<file path="src/rtl/argmax_pipe.sv">
// Pipelined arg-max over N_INPUTS scores: one vector per cycle in, the winning index,
// the winning value and the best-minus-second margin out, LEVELS+1 cycles after sampling.
module argmax_pipe #(
    parameter int WIDTH         = 40,
    parameter int N_INPUTS      = 10,
    parameter bit SIGNED        = 1'b1,
    parameter bit REVERSE_INDEX = 1'b1,
    localparam int IDX_W        = $clog2(N_INPUTS),
    localparam int LEVELS       = $clog2(N_INPUTS)
) (
    input  logic                      clk,
    input  logic                      reset,
    input  logic                      start,
    input  logic [N_INPUTS*WIDTH-1:0] input_nums,
    output logic [IDX_W-1:0]          predicted_digit,
    output logic [WIDTH-1:0]          max_value,
    output logic [WIDTH:0]            margin,
    output logic                      done
);

    typedef struct packed {
        logic [WIDTH-1:0] v1;
        logic [IDX_W-1:0] i1;
        logic [WIDTH-1:0] v2;
        logic [IDX_W-1:0] i2;
        logic             v2_ok;
    } node_t;

    function automatic int level_cnt(input int l);
        return (N_INPUTS + (1 << l) - 1) >> l;
    endfunction

    function automatic int level_off(input int l);
        int s;
        s = 0;
        for (int m = 0; m < l; m++) begin
            s += level_cnt(m);
        end
        return s;
    endfunction

    localparam int TOTAL    = level_off(LEVELS + 1);
    localparam int ROOT_OFF = level_off(LEVELS);
    localparam logic [IDX_W-1:0] LAST_IDX = IDX_W'(N_INPUTS - 1);

    function automatic logic gt(input logic [WIDTH-1:0] a, input logic [WIDTH-1:0] b);
        logic r;
        if (SIGNED) begin
            r = ($signed(a) > $signed(b));
        end else begin
            r = (a > b);
        end
        return r;
    endfunction

    function automatic logic [WIDTH:0] ext(input logic [WIDTH-1:0] a);
        logic [WIDTH:0] r;
        if (SIGNED) begin
            r = {a[WIDTH-1], a};
        end else begin
            r = {1'b0, a};
        end
        return r;
    endfunction

    function automatic node_t leaf(input logic [WIDTH-1:0] v, input logic [IDX_W-1:0] i);
        node_t n;
        n.v1    = v;
        n.i1    = i;
        n.v2    = '0;
        n.i2    = '0;
        n.v2_ok = 1'b0;
        return n;
    endfunction

    // a always holds lower raw indices than b, so b only wins a strict comparison.
    function automatic node_t merge(input node_t a, input node_t b);
        node_t m;
        m.v2_ok = 1'b1;
        if (gt(b.v1, a.v1)) begin
            m.v1 = b.v1;
            m.i1 = b.i1;
            if (b.v2_ok && gt(b.v2, a.v1)) begin
                m.v2 = b.v2;
                m.i2 = b.i2;
            end else begin
                m.v2 = a.v1;
                m.i2 = a.i1;
            end
        end else begin
            m.v1 = a.v1;
            m.i1 = a.i1;
            if (!a.v2_ok || gt(b.v1, a.v2)) begin
                m.v2 = b.v1;
                m.i2 = b.i1;
            end else begin
                m.v2 = a.v2;
                m.i2 = a.i2;
            end
        end
        return m;
    endfunction

    node_t             tree_r [TOTAL];
    logic [LEVELS:0]   valid_r;
    node_t             root_s;

    assign root_s = tree_r[ROOT_OFF];

    // Valid bits travel alongside the data; an idle cycle becomes a bubble.
    always_ff @(posedge clk) begin
        if (reset) begin
            valid_r <= '0;
        end else begin
            valid_r <= {valid_r[LEVELS-1:0], start};
        end
    end

    for (genvar k = 0; k < N_INPUTS; k++) begin : g_leaf
        // Stage 0: capture raw score k with its index.
        always_ff @(posedge clk) begin
            if (reset) begin
                tree_r[k] <= '0;
            end else if (start) begin
                tree_r[k] <= leaf(input_nums[k*WIDTH +: WIDTH], IDX_W'(k));
            end
        end
    end

    for (genvar l = 1; l <= LEVELS; l++) begin : g_lvl
        localparam int PREV_CNT = level_cnt(l - 1);
        localparam int PREV_OFF = level_off(l - 1);
        localparam int CUR_OFF  = level_off(l);
        for (genvar j = 0; j < level_cnt(l); j++) begin : g_node
            if (2 * j + 1 < PREV_CNT) begin : g_merge
                // One comparator-plus-mux depth per level.
                always_ff @(posedge clk) begin
                    if (reset) begin
                        tree_r[CUR_OFF+j] <= '0;
                    end else begin
                        tree_r[CUR_OFF+j] <= merge(tree_r[PREV_OFF+2*j], tree_r[PREV_OFF+2*j+1]);
                    end
                end
            end else begin : g_pass
                // Odd node out is carried unchanged to keep stage alignment.
                always_ff @(posedge clk) begin
                    if (reset) begin
                        tree_r[CUR_OFF+j] <= '0;
                    end else begin
                        tree_r[CUR_OFF+j] <= tree_r[PREV_OFF+2*j];
                    end
                end
            end
        end
    end

    // Result registers load only on a valid root and hold between pulses.
    always_ff @(posedge clk) begin
        if (reset) begin
            done            <= 1'b0;
            predicted_digit <= '0;
            max_value       <= '0;
            margin          <= '0;
        end else begin
            done <= valid_r[LEVELS];
            if (valid_r[LEVELS]) begin
                predicted_digit <= REVERSE_INDEX ? (LAST_IDX - root_s.i1) : root_s.i1;
                max_value       <= root_s.v1;
                margin          <= root_s.v2_ok ? (ext(root_s.v1) - ext(root_s.v2)) : '0;
            end
        end
    end

endmodule

</file>
<file path="config.mk">
export PLATFORM = sky130hd
export DESIGN_NAME = argmax_pipe
export DESIGN_NICKNAME = d
export VERILOG_FILES = /design/src/rtl/argmax_pipe.sv
export SDC_FILE = /design/constraint.sdc
export NUM_CORES = 2
export LEC_CHECK = 0
export ABC_AREA = 0
export CAP_MARGIN = 20
export CORE_MARGIN = 1
export CORE_UTILIZATION = 50
export CTS_CLUSTER_DIAMETER = 120
export CTS_CLUSTER_SIZE = 24
export DETAILED_ROUTE_END_ITERATION = 7
export GPL_TIMING_DRIVEN = 0
export PLACE_DENSITY_LB_ADDON = 0.08
export SLEW_MARGIN = 20
export SYNTH_ARGS = -nofsm -noshare
export SYNTH_HDL_FRONTEND = slang
export SYNTH_SLANG_ARGS = --single-unit
</file>
<file path="constraint.sdc">
create_clock -name clk -period 10.8 [get_ports clk]
set_input_delay 2.16 -clock clk [delete_from_list [all_inputs] [get_ports clk]]
set_output_delay 2.16 -clock clk [all_outputs]
set_load 0.02 [all_outputs]
</file>
; Yosys cells after proc, flatten, opt, wreduce, memory -nomap -nowiden
; Memories as Yosys holds them, arrays and structs flattened.
; Cells that the tools add are included.
[op_classes]
bitwise = 21
n_reduce_logical = 27
order_cmp = 27
n_addsub = 2
muxes = 113
[op_table]
columns = cell, n
row1 = 2-to-1 mux 89 bit, 21
row2 = 2-to-1 mux 88 bit, 18
row3 = greater-than comparator 40 bit, 27
row4 = 2-to-1 mux 44 bit, 18
row5 = 2-to-1 mux 41 bit, 5
row6 = 2-to-1 mux 1 bit, 51
row7 = subtractor 41 bit, 1
row8 = OR 1 bit, 21
row9 = logical AND 1 bit, 9
row10 = zero test 1 bit, 9
row11 = logical OR 1 bit, 9
row12 = "subtractor 4 bit, first input constant", 1
[totals]
word_cells = 196
mem_bits_rw = 1869
input_bits = 403
reg_bits = 91
mem_count = 1
[memory_table]
columns = name, words, word_bits, rd, rd_ports_with_merged_regs, write_ports, line
row1 = tree_r, 21, 89, 21, 0, 21, 104  ; node_t tree_r [TOTAL];

; Longest topological paths before layout
[logic_depth]
word_depth = 9
ltp_mapped = 14

; Worst setup path after synthesis
; OpenSTA, ideal clock, no wires.
[synth_path]
path_type = input to register
startpoint = in reset
endpoint = mem tree_r[0][138] in the netlist's numbering, enable pin
path_stages = 3
path_slack_ns = 2.651
n_path_buf = 2
arrival_ns = 7.550
cell_sequence = clkbuf_1 > clkbuf_1 > or2_2
[synth_lines]
columns = item, line
row1 = from (decl), 12  ; input logic reset,
row2 = to (decl), 104

==> flow_summary.rst <==
.. list-table::
   :header-rows: 1

   * - Metric
     - Value
   * - Maximum capacitance violations
     - 0
   * - Distinct cell type count after synthesis
     - slightly below 80
   * - Number of enable-type register cells in the synthesized netlist
     - 401
   * - GR Overflow Total
     - 0
   * - RSZ-0062 raised after global routing
     - no
   * - Remaining number of nets flagged by the antenna check after routing
     - 0
   * - IO Port Bufs
     - 488
   * - Fraction of met1 tracks used by global routing
     - a little over two fifths
   * - Synthesized flop and latch total
     - 1400
   * - CP endpoint kind
     - flip-flop
   * - Die Y-Extent
     - roughly 370 um
   * - Worst path setup slack after routing
     - between 5000 and 6000 ps
   * - Nets in the synthesized netlist
     - between 7000 and 8000
   * - HPWL after detailed placement
     - between 150000 and 200000 um
   * - Busiest layer in global routing
     - met2
   * - Signed area change from the synthesized netlist to the final layout
     - 13.4%
   * - WS Path Type
     - in -> reg
   * - Die extent in x
     - between 300 and 400 um
   * - Multi-input gate area
     - 0.0336 mm^2
   * - Fraction of synthesized area in multiplexers
     - 13.0%
   * - Net count of the finished layout
     - 8464
   * - Clock slew at the register clock pins of the worst setup and hold paths
     - 90 ps
   * - Class of the tightest hold or removal check
     - reg -> reg
   * - Starting Density
     - 50.4%
   * - Cell area after technology mapping
     - 0.0692 mm^2
   * - Wire length of the first global-routing pass
     - 323000 um
   * - Ranking of synthesized cells by area
     - sky130_fd_sc_hd__dfxtp_1 29%, sky130_fd_sc_hd__edfxtp_1 17%, sky130_fd_sc_hd__ha_1 13%
   * - Adder-cell area share of the yosys netlist
     - between 10% and 20%
   * - Met3 usage in global routing
     - under 10%
   * - Number of placed instances, taps included
     - just over 9000
   * - WP data arrival
     - between 6000 and 7000 ps
   * - Number of buffers on the longest clock path
     - 3
   * - Share of final-layout standard cells stronger than drive strength 1
     - around 2.8%
   * - Setup fix buffers added after clock tree synthesis
     - 0
   * - Final Instance Count excl. Fillers
     - 9175
   * - Compound-cell area share of the yosys netlist
     - under 10%
   * - DRC violation count after routing
     - 0
   * - Highest clock frequency the design can meet
     - 176 MHz
   * - Post-CTS Resized
     - 0
   * - Total via count after detailed routing
     - 50730
   * - Number of iterations in the first detailed-routing pass
     - 6
   * - Aggregate routed wire length
     - 222000 um
   * - Max VDD drop
     - 122 uV
   * - Number of hold-slack violations in the final timing report
     - 0
   * - Reported leakage power
     - 34.4 nW
   * - Xor and xnor area share after synthesis
     - less than 1%
   * - Core outline area
     - 0.137 mm^2
   * - Area share of and/or/nand/nor cells after synthesis
     - 13.6%
   * - Power density cells
     - just under 200 mW/mm^2
   * - Place WS
     - ~4400 ps
   * - Mean Syn Cell Area
     - 10.2 um^2
   * - Number of global-route vias before repair
     - 50252
   * - Placer Congestion
     - 0.964
   * - Count of pins on the block boundary
     - 489
   * - Syn Inst Count
     - 6773
   * - Cell chosen for the clock root
     - sky130_fd_sc_hd__clkbuf_16
   * - FFs w/ async S/R, synth
     - 0%
   * - Largest net degree at the start of global routing
     - slightly below 60
   * - Number of cell rows
     - around 140
   * - Result of the run
     - complete, no violations
   * - Library cell with the highest instance count after synthesis
     - sky130_fd_sc_hd__dfxtp_1
   * - Antenna violations before repair
     - 14
   * - Required time reported for the critical path endpoint
     - 11180 ps
   * - Met2 track utilization from global routing
     - 50.5%
   * - Combinational family with the most area after synthesis
     - simple AND/OR/NAND/NOR gates
   * - Kind of start point of the critical path
     - input pin
   * - Cell type contributing the most total cell area after synthesis
     - sky130_fd_sc_hd__dfxtp_1
   * - Actual slew at the worst max-slew pin
     - 1180 ps
   * - Setup Viol. Count Final
     - 0
   * - DIE AREA
     - 0.140 mm^2
   * - Worst-skew pair later-pin latency
     - between 700 and 800 ps
   * - Number of CTS-inserted buffers
     - 68
   * - Commonest register cell after synthesis
     - sky130_fd_sc_hd__dfxtp_1
   * - CTS tree
     - yes
   * - Crit Path Max Fanout
     - 58
   * - Leading cell types by count after synthesis
     - 999 x sky130_fd_sc_hd__dfxtp_1, 895 x sky130_fd_sc_hd__mux2i_1, 723 x sky130_fd_sc_hd__nor2_1, 721 x sky130_fd_sc_hd__ha_1, 595 x sky130_fd_sc_hd__inv_1
   * - Count of fill cells added during filler insertion
     - 12121
   * - Final Max Tran Viols
     - 0
   * - Max-slew headroom
     - 20.6%
   * - Global-route total usage across every layer
     - between 30% and 40%
   * - Utilization after layout
     - between 50% and 60%
   * - CTS sink count
     - 1400
   * - Portion of the post-synthesis area used by sequential elements
     - 46.3%
   * - Hold buffer count at CTS
     - 0
   * - Yosys top cell area share
     - 28.9%
   * - Drt wl/cell
     - 24.2 um
   * - Sequential cell area in the final layout
     - 0.0320 mm^2
   * - Drt first-iter violations
     - between 3000 and 4000
   * - Period Utilization, post-route
     - 52.7%
   * - Clock tree skew after final layout
     - 32.0 ps
   * - Clock H-tree levels
     - 3
   * - Hold Worst Slack
     - 414 ps
   * - Number of warning messages in the yosys log
     - 0
   * - Shortest period the worst path allows
     - 5700 ps
   * - Avg Vias per Cell
     - 5.53
==> report_power, final <==
part / total, mW / leakage, nW / switching [mW] / internal (mW)
registers: 6.56 / 12.5 / 0.600 / 5.96
clock network: 2.90 / 0.925 / 1.69 / 1.21
logic: 6.15 / 21.0 / 3.65 / 2.50
==> cell usage in the layout, fill, tap and decap left out, types with 69 or more instances in the layout <==
cell type / n
sky130_fd_sc_hd__nor2_1: 723
sky130_fd_sc_hd__inv_1: 595
sky130_fd_sc_hd__dfxtp_1: 999
sky130_fd_sc_hd__nand3_1: 84
sky130_fd_sc_hd__clkdlybuf4s50_1: 488
sky130_fd_sc_hd__o22ai_1: 161
sky130_fd_sc_hd__and2_1: 417
sky130_fd_sc_hd__edfxtp_1: 401
sky130_fd_sc_hd__clkbuf_16: 69
sky130_fd_sc_hd__ha_1: 721
sky130_fd_sc_hd__o21ai_0: 113
sky130_fd_sc_hd__mux2i_1: 895
sky130_fd_sc_hd__a21oi_1: 343
sky130_fd_sc_hd__buf_2: 80
sky130_fd_sc_hd__clkbuf_1: 215
sky130_fd_sc_hd__nand2_1: 168
sky130_fd_sc_hd__nor2b_1: 219
sky130_fd_sc_hd__a21o_1: 120
sky130_fd_sc_hd__nand4_1: 128
==> critical path: stages <==
cell                              delay, ps
sky130_fd_sc_hd__clkdlybuf4s50_1        940
sky130_fd_sc_hd__clkbuf_1               640
sky130_fd_sc_hd__clkbuf_1               840
sky130_fd_sc_hd__or2_4                  420
sky130_fd_sc_hd__buf_16                 290
sky130_fd_sc_hd__buf_16                 300
sky130_fd_sc_hd__buf_16                 290
==> path summary, 6_finish.rpt <==
check	from	end	slack, ps	cells after the start
hold / removal	tree_r[2][401]$_SDFF_PP0_	predicted_digit[0]$_SDFFE_PP0P_	410	1
hold reg to reg	tree_r[2][401]$_SDFF_PP0_	predicted_digit[0]$_SDFFE_PP0P_	410	1
setup reg to reg	tree_r[0][166]$_SDFFCE_PN0P_	tree_r[1][206]$_SDFF_PP0_	6270	12
setup / recovery	reset	tree_r[0][619]$_SDFFCE_PN0P_	5100	7
==> routing by layer <==
metal,wire [um],up-vias
li1,-,24630
met1,103000,24456
met2,101000,1437
met3,11500,205
met4,5940,2
met5,19,-
==> metrics by stage <==
step / power [mW] / TNS (ps) / instance area [um^2]
global route: 16.4 / 0 / 78500
CTS: 15.6 / 0 / 78500
detailed placement: 12.7 / 0 / 76600
global placement: 12.7 / -540160 / 76400
floorplan: 10.7 / 0 / 69200
finish: 15.6 / 0 / 78500
==> flip-flops by register name (all words and copies together), names as in the netlist <==
| signal | count |
|---|---|
| valid_r | 5 |
| margin | 41 |
| done | 1 |
| tree_r | 1309 |
| max_value | 40 |
| predicted_digit | 4 |
==> cells by family after synthesis <==
family | count (synthesis)
DFF | 1400
xor gates and xnor gates | 40
and+or+nand+nor | 1873
adders and majority gates | 722
muxes | 897
AOI/OAI and AO/OA | 945
buffers and inverters | 896
==> layout make-up <==
cell class | count | share of cell area, %
buffer | 301 | 1.70
clock inverter | 7 | 0.100
antenna | 5 | 0.0159
sequential | 1400 | 40.8
tap | 1794 | 2.86
inverter | 595 | 2.84
clock buffer | 100 | 2.35
timing repair buffer | 496 | 6.48
multi-input combinational | 4477 | 42.8
(Power assumes the default switching activity.)
